**config.mk**
```make
export PLATFORM = sky130hd
export DESIGN_NAME = seq_alu
export DESIGN_NICKNAME = d
export VERILOG_FILES = /design/src/rtl/alu_pkg.sv /design/src/rtl/alu_div_step.sv /design/src/rtl/seq_alu.sv
export SDC_FILE = /design/constraint.sdc
export NUM_CORES = 1
export LEC_CHECK = 0
export BUFFER_PORTS_ARGS = -buffer_cell sky130_fd_sc_hd__buf_2
export CORE_MARGIN = 2
export CORE_UTILIZATION = 40
export CTS_CLUSTER_DIAMETER = 120
export DETAILED_ROUTE_END_ITERATION = 16
export REMOVE_ABC_BUFFERS = 1
export SYNTH_ARGS = -nofsm -noshare
export SYNTH_HDL_FRONTEND = slang
export SYNTH_HIERARCHICAL = 1
export SYNTH_SLANG_ARGS = --single-unit
export TNS_END_PERCENT = 10
```
**constraint.sdc**
```tcl
create_clock -name clk -period 4.1 [get_ports clk]
set_clock_uncertainty 0.1 [all_clocks]
set_input_delay 0.615 -clock clk [delete_from_list [all_inputs] [get_ports clk]]
set_output_delay 0.615 -clock clk [all_outputs]
set_load 0.02 [all_outputs]
```
**src/rtl/alu_pkg.sv**
```systemverilog
// Shared encodings for the sequential ALU: operation modes and FSM states.
// S_GCD is always enumerated; its logic exists only with SEQ_ALU_GCD_EN.
package alu_pkg;

    localparam logic [2:0] ALU_MAX = 3'd0;
    localparam logic [2:0] ALU_MIN = 3'd1;
    localparam logic [2:0] ALU_MOD = 3'd2;
    localparam logic [2:0] ALU_DIV = 3'd3;
    localparam logic [2:0] ALU_GCD = 3'd4;

    typedef enum logic [1:0] {
        S_IDLE = 2'd0,
        S_DIV  = 2'd1,
        S_GCD  = 2'd2
    } alu_state_t;

endpackage

```
**src/rtl/alu_div_step.sv**
```systemverilog
// One restoring-division iteration: shift in the next dividend bit,
// subtract the divisor when it fits and record the quotient bit.
module alu_div_step #(
    parameter int WIDTH = 16
) (
    input  logic [WIDTH:0]   r,
    input  logic [WIDTH-1:0] q,
    input  logic [WIDTH-1:0] divisor,
    output logic [WIDTH:0]   r_next,
    output logic [WIDTH-1:0] q_next
);

    logic [WIDTH:0] shifted;
    logic [WIDTH:0] div_ext;
    logic           fits;

    assign shifted = {r[WIDTH-1:0], q[WIDTH-1]};
    assign div_ext = {1'b0, divisor};
    assign fits    = (shifted >= div_ext);

    always_comb begin
        r_next = fits ? (shifted - div_ext) : shifted;
        q_next = {q[WIDTH-2:0], fits};
    end

endmodule

```
**src/rtl/seq_alu.sv**
```systemverilog
// Multi-cycle ALU: max/min single-cycle, mod/div via a shared restoring
// divider, optional Euclidean GCD when SEQ_ALU_GCD_EN is defined.
module seq_alu
    import alu_pkg::*;
#(
    parameter  int WIDTH = 16,
    localparam int CNT_W = $clog2(WIDTH + 1)
) (
    input  logic             clk,
    input  logic             rst,
    input  logic             start_i,
    input  logic [2:0]       alu_mode_i,
    input  logic [WIDTH-1:0] op_a_i,
    input  logic [WIDTH-1:0] op_b_i,
    output logic             ready_o,
    output logic [WIDTH-1:0] res_o,
    output logic             valid_o,
    output logic             err_o
);

    alu_state_t       state, state_n;
    logic [WIDTH-1:0] q, q_n;
    logic [WIDTH:0]   r, r_n;
    logic [WIDTH-1:0] div_b, div_b_n;
    logic [CNT_W-1:0] cnt, cnt_n;
    logic             is_mod, is_mod_n;
    logic [WIDTH-1:0] res_n;
    logic             err_n;
    logic             valid_n;

    logic [WIDTH:0]   step_r;
    logic [WIDTH-1:0] step_q;
    logic             accept;
    logic             last;

    localparam logic [CNT_W-1:0] CNT_INIT = CNT_W'(WIDTH);
    localparam logic [CNT_W-1:0] CNT_ONE  = CNT_W'(1);

    alu_div_step #(.WIDTH(WIDTH)) u_step (
        .r       (r),
        .q       (q),
        .divisor (div_b),
        .r_next  (step_r),
        .q_next  (step_q)
    );

    assign ready_o = (state == S_IDLE);
    assign accept  = start_i & ready_o;
    assign last    = (cnt == CNT_ONE);

    always_comb begin
        state_n  = state;
        q_n      = q;
        r_n      = r;
        div_b_n  = div_b;
        cnt_n    = cnt;
        is_mod_n = is_mod;
        res_n    = res_o;
        err_n    = err_o;
        valid_n  = 1'b0;

        case (state)
            S_IDLE: begin
                if (accept) begin
                    case (alu_mode_i)
                        ALU_MAX: begin
                            res_n   = (op_a_i > op_b_i) ? op_a_i : op_b_i;
                            err_n   = 1'b0;
                            valid_n = 1'b1;
                        end
                        ALU_MIN: begin
                            res_n   = (op_a_i < op_b_i) ? op_a_i : op_b_i;
                            err_n   = 1'b0;
                            valid_n = 1'b1;
                        end
                        ALU_MOD, ALU_DIV: begin
                            if (op_b_i == '0) begin
                                res_n   = '0;
                                err_n   = 1'b1;
                                valid_n = 1'b1;
                            end else begin
                                q_n      = op_a_i;
                                r_n      = '0;
                                div_b_n  = op_b_i;
                                cnt_n    = CNT_INIT;
                                is_mod_n = (alu_mode_i == ALU_MOD);
                                state_n  = S_DIV;
                            end
                        end
`ifdef SEQ_ALU_GCD_EN
                        ALU_GCD: begin
                            if (op_b_i == '0) begin
                                res_n   = op_a_i;
                                err_n   = 1'b0;
                                valid_n = 1'b1;
                            end else begin
                                q_n     = op_a_i;
                                r_n     = '0;
                                div_b_n = op_b_i;
                                cnt_n   = CNT_INIT;
                                state_n = S_GCD;
                            end
                        end
`endif
                        default: begin
                            res_n   = '0;
                            err_n   = 1'b0;
                            valid_n = 1'b1;
                        end
                    endcase
                end
            end
            S_DIV: begin
                r_n   = step_r;
                q_n   = step_q;
                cnt_n = cnt - CNT_ONE;
                if (last) begin
                    res_n   = is_mod ? step_r[WIDTH-1:0] : step_q;
                    err_n   = 1'b0;
                    valid_n = 1'b1;
                    state_n = S_IDLE;
                end
            end
`ifdef SEQ_ALU_GCD_EN
            S_GCD: begin
                r_n   = step_r;
                q_n   = step_q;
                cnt_n = cnt - CNT_ONE;
                if (last) begin
                    if (step_r == '0) begin
                        res_n   = div_b;
                        err_n   = 1'b0;
                        valid_n = 1'b1;
                        state_n = S_IDLE;
                    end else begin
                        // x <- y, y <- x mod y; next mod starts immediately
                        q_n     = div_b;
                        r_n     = '0;
                        div_b_n = step_r[WIDTH-1:0];
                        cnt_n   = CNT_INIT;
                    end
                end
            end
`endif
            default: state_n = S_IDLE;
        endcase
    end

    always_ff @(posedge clk or negedge rst) begin
        if (!rst) begin
            state   <= S_IDLE;
            q       <= '0;
            r       <= '0;
            div_b   <= '0;
            cnt     <= '0;
            is_mod  <= 1'b0;
            res_o   <= '0;
            err_o   <= 1'b0;
            valid_o <= 1'b0;
        end else begin
            state   <= state_n;
            q       <= q_n;
            r       <= r_n;
            div_b   <= div_b_n;
            cnt     <= cnt_n;
            is_mod  <= is_mod_n;
            res_o   <= res_n;
            err_o   <= err_n;
            valid_o <= valid_n;
        end
    end

endmodule

```
### Word-level counts from Yosys, hierarchy flattened

Index checks and enable logic that the tools add are counted.
W data, S select, Z words.

* input bits: 38
* word-level logic and storage cells: 71
* output and inout port bits: 19
* bits in registers: 74

* bitwise gates (word level): 2
* reduce and logical (&&, ||, !) cells: 9
* add/sub/neg operators: 2
* eq/ne operators: 10
* mux-type cells: 36
* order comparisons: 3

Operators by type and width (number)
* $mux W16: 13
* $pmux W16 S2: 3
* $pmux W16 S3: 1
* $ge A17 B16 Y1: 1
* $gt A16 B16 Y1: 1
* $logic_not A16 Y1: 1
* $lt A16 B16 Y1: 1
* $reduce_and A4 Y1: 4
* $sub A16 B16 Y16: 1
* $mux W5: 3
* $pmux W5 S2: 1
* $mux W1: 8
* $mux W2: 4
* $eq A3 B2 Y1 const B: 2
* $eq A5 B1 Y1 const B: 1
* $sub A5 B1 Y5 const B: 1
* $ne A2 B1 Y1 const B: 2
* $ne A2 B2 Y1 const B: 2
* $pmux W1 S2: 2
* $pmux W2 S2: 1
* $eq A3 B1 Y1 const B: 1
* $logic_not A3 Y1: 1
* $ne A3 B3 Y1 const B: 1
* $eq A2 B1 Y1 const B: 1
* other kinds (5): 5

### Longest topological paths before layout

* depth in word-level cells: 5
* depth in mapped cells: 15
* gate-level depth less buffers: 13

### Modules after synthesis

The synthesis kept the hierarchy.

By module, submodules not included
* seq_alu: sequential area each 1851.8 µm², area each 4176.5 µm², cells an instance 441, times used 1
* alu_div_step: sequential area each 0.0 µm², area each 1249.9 µm², cells an instance 164, times used 1

### Worst setup path before layout

OpenSTA, ideal clock, no wires.

* kind: register to register
* start: reg r[9]
* end: reg res_o[10]
* setup slack: 1143 ps
* setup time: 126 ps
* data required time: 3874 ps
* path buffers: 1
* data arrival time: 2731 ps
* stages on the path, launching flop included: 12
* path through: dfrtp_1 > ha_1 > a211oi_2 > nor2_1 > a211oi_4 > o31ai_4 > a21boi_4 > buf_12 > mux2_4 > mux2i_1 > a21oi_1 > a221o_1

* cells in the longest elaborated chain, start to end: 5

RTL lines
* start, declared: RTL line seq_alu.sv:23 `logic [WIDTH:0] r, r_n;`
* start signal, assigned: RTL line seq_alu.sv:163 `r <= r_n;`
* $sub A16 B16 Y16 or $ge A17 B16 Y1 (tied branches): RTL line alu_div_step.sv:22, alu_div_step.sv:19
* $mux W16 (*): RTL line alu_div_step.sv:22 `r_next = fits ? (shifted - div_ext) : shifted;`
* net step_r[10]: RTL line seq_alu.sv:31 `logic [WIDTH:0] step_r;`
* $mux W16 (*): RTL line seq_alu.sv:118 `res_n = is_mod ? step_r[WIDTH-1:0] : step_q;`
* $mux W16 (*): RTL line seq_alu.sv:117 `if (last) begin`
* $pmux W16 S2 (*): RTL line seq_alu.sv:62 `case (state)`
* end signal, assigned: RTL line seq_alu.sv:167 `res_o <= res_n;`
* end, declared: RTL line seq_alu.sv:16 `output logic [WIDTH-1:0] res_o,`

Mark *: on every way through the listed nets, which the timed path passes. The rest lies on a longest branch. The select of a mux whose other input is x is not followed.
A chain may end at the register's enable or synchronous reset.

### Worst setup path after layout

* start: reg r[9]
* end: reg res_o[9]

* cells in the longest elaborated chain, start to end: 5

RTL lines
* $ge A17 B16 Y1: RTL line alu_div_step.sv:19 `assign fits = (shifted >= div_ext);`
* $mux W16: RTL line alu_div_step.sv:22
* net step_r[9]: RTL line seq_alu.sv:31
* $mux W16: RTL line seq_alu.sv:118
* $mux W16: RTL line seq_alu.sv:117
* $pmux W16 S2: RTL line seq_alu.sv:62

The timed path passes the listed nets, and every way through them passes these cells. The select of a mux whose other input is x is not followed.

==> reports/metrics.cfg <==
[clocking]
cts_setup_buffers = 0
clock-root-buffer = clkbuf_16
cts_hold_buf = 0
h-tree-depth = 3
cts_tree = done
numCtsBuffers = 9
cts_resized = 0
clk_pin_slew_ns = 0.06
numClockSinks = 73
worstSkewPairLatency_ns = 0.35
cts_buffer_depth = 2

[routing]
via_per_inst = 5.55
first_pass_iters = 5
drtAntennaViolNets = 0
wl_um = 14400
wire_per_inst_um = 17.9
drt_iter0_markers = 205
via_count = 4484
drc = 0

[placement]
placed_cells = 792
placed_area_um2 = 5680
numPortBuffers = 56
dp_hpwl_um = 10400
gp_congestion = 0.905

[grt]
grt_start_max_net_pins = 74
grt_pass1_wl_um = 23700
track_usage_pct = 21.3
grt_overflow = 0
antenna_found_initial = 0
grt_pass1_vias = 4526

[yosys]
synth_area_um2 = 5360
yosysWarnings = 6
synthCells = 595
syn_area_per_cell_um2 = 9.00

[flow_run]
maxCapViolations = 0

[worst_setup_path]
start_kind = flip-flop
crit_path_end_kind = flip-flop
cp_slowest_cell = a21boi_4
cp.required_ns = 4.23
arrival_ns = 3.53
path_class = reg2reg
slowest_delay_ns = 0.60
worstPathMaxFanout = 17
cp_cell_sequence = ha_1, a211oi_2, nor2_1, a211oi_4, o31ai_4, a21boi_4, mux2_2, mux2i_1, a21oi_1, a221o_1

[finish]
post-route-util_pct = 45.8
layout_common_cells = dfrtp_1, nand2_1, buf_2
fillers = 1286
layout.nets = 700
drive_above_1_share_pct = 19.5
diodes = 0
layout_commonest_cell = dfrtp_1
final_area_um2 = 6020
area_growth_pct = 12.4
stdcell_count = 808

[sta]
worstMarginPinSlew_ns = 1.07
fin_crit_ns = 3.41
setup_viol = 0
hold_slack_ns = 0.330
rsz0062_at_grt = no
hold_viol_final = 0
drv_slew = 0
max_freq_mhz = 294
period_share_pct = 83.1
setup-tns-final_ns = 0
relSlewSlack_pct = 28.8

[die]
rows = 42
die_x_um = 120
dieArea_um2 = 14300
core_um2 = 13100
top_level_ports = 57
start_util_pct = 40.8
dieHeight_um = 120

[power_and_ir_drop]
cellPowerDensity_nw_per_um2 = 894
power_leakage_nw = 2.88
worst_ir_drop_vdd_uv = 358

[min_path]
hp-class = in2async

[run_status]
status = complete, no violations

## routing by layer
layer	global-route usage [%]	vias up	part of all wire, %
met1	27.8	2170	45
met4	10.7	0	3.9
met5	0	-	0
li1	-	2166	-
met2	34.3	110	47
met3	3.28	38	3.5
## final cells by class
cell class	count	area [um^2]	share of cell area [%]
Tap cell	176	220	3.66
Timing Repair Buffer	67	365	6.07
Multi-Input combinational cell	434	3110	51.6
Inverter	42	158	2.62
Clock buffer	11	243	4.03
Clock inverter	5	103	1.70
Sequential cell	73	1830	30.4
## final timing paths
check	startpoint	to	slack (ns)	cells after the start
max reg2reg	r[9]	res_o[9]	0.69	10
min reg2reg	res_o[5]	res_o[5]	0.40	2
min	rst	res_o[14]	0.33	1
min in group clk	alu_mode_i[0]	is_mod	0.39	2
max	r[9]	res_o[9]	0.69	10
max in group asynchronous	rst	state[0]	2.89	1
## worst max-delay path, delay by kind of cell, from the launching register on
kind	cells	cell delay [ns]
flops	1	0.39
simple gates	1	0.11
fa+ha+maj	1	0.38
mux	2	0.56
compound gates	6	1.73
## power breakdown
part | leakage [nW] | total (W) | internal [W] | switching [W]
clock network | 0.166 | 0.000933 | 0.000610 | 0.000323
registers | 0.912 | 0.00137 | 0.00105 | 0.000316
logic | 1.81 | 0.00308 | 0.00139 | 0.00169
## metrics by stage
step           total power (W)  setup slack, ns
2_1_floorplan          0.00367            0.632
3_3_place_gp           0.00438            0.754
3_5_place_dp           0.00444            0.705
4_1_cts                0.00538            0.691
5_1_grt                0.00582            0.509
6_report               0.00538            0.694
## flip-flops by register name (all words and copies together), names as in the netlist, 5 cells and up
register	flops
q	16
r	16
res_o	16
cnt	5
div_b	16
Power figures use the tool's default switching activity.
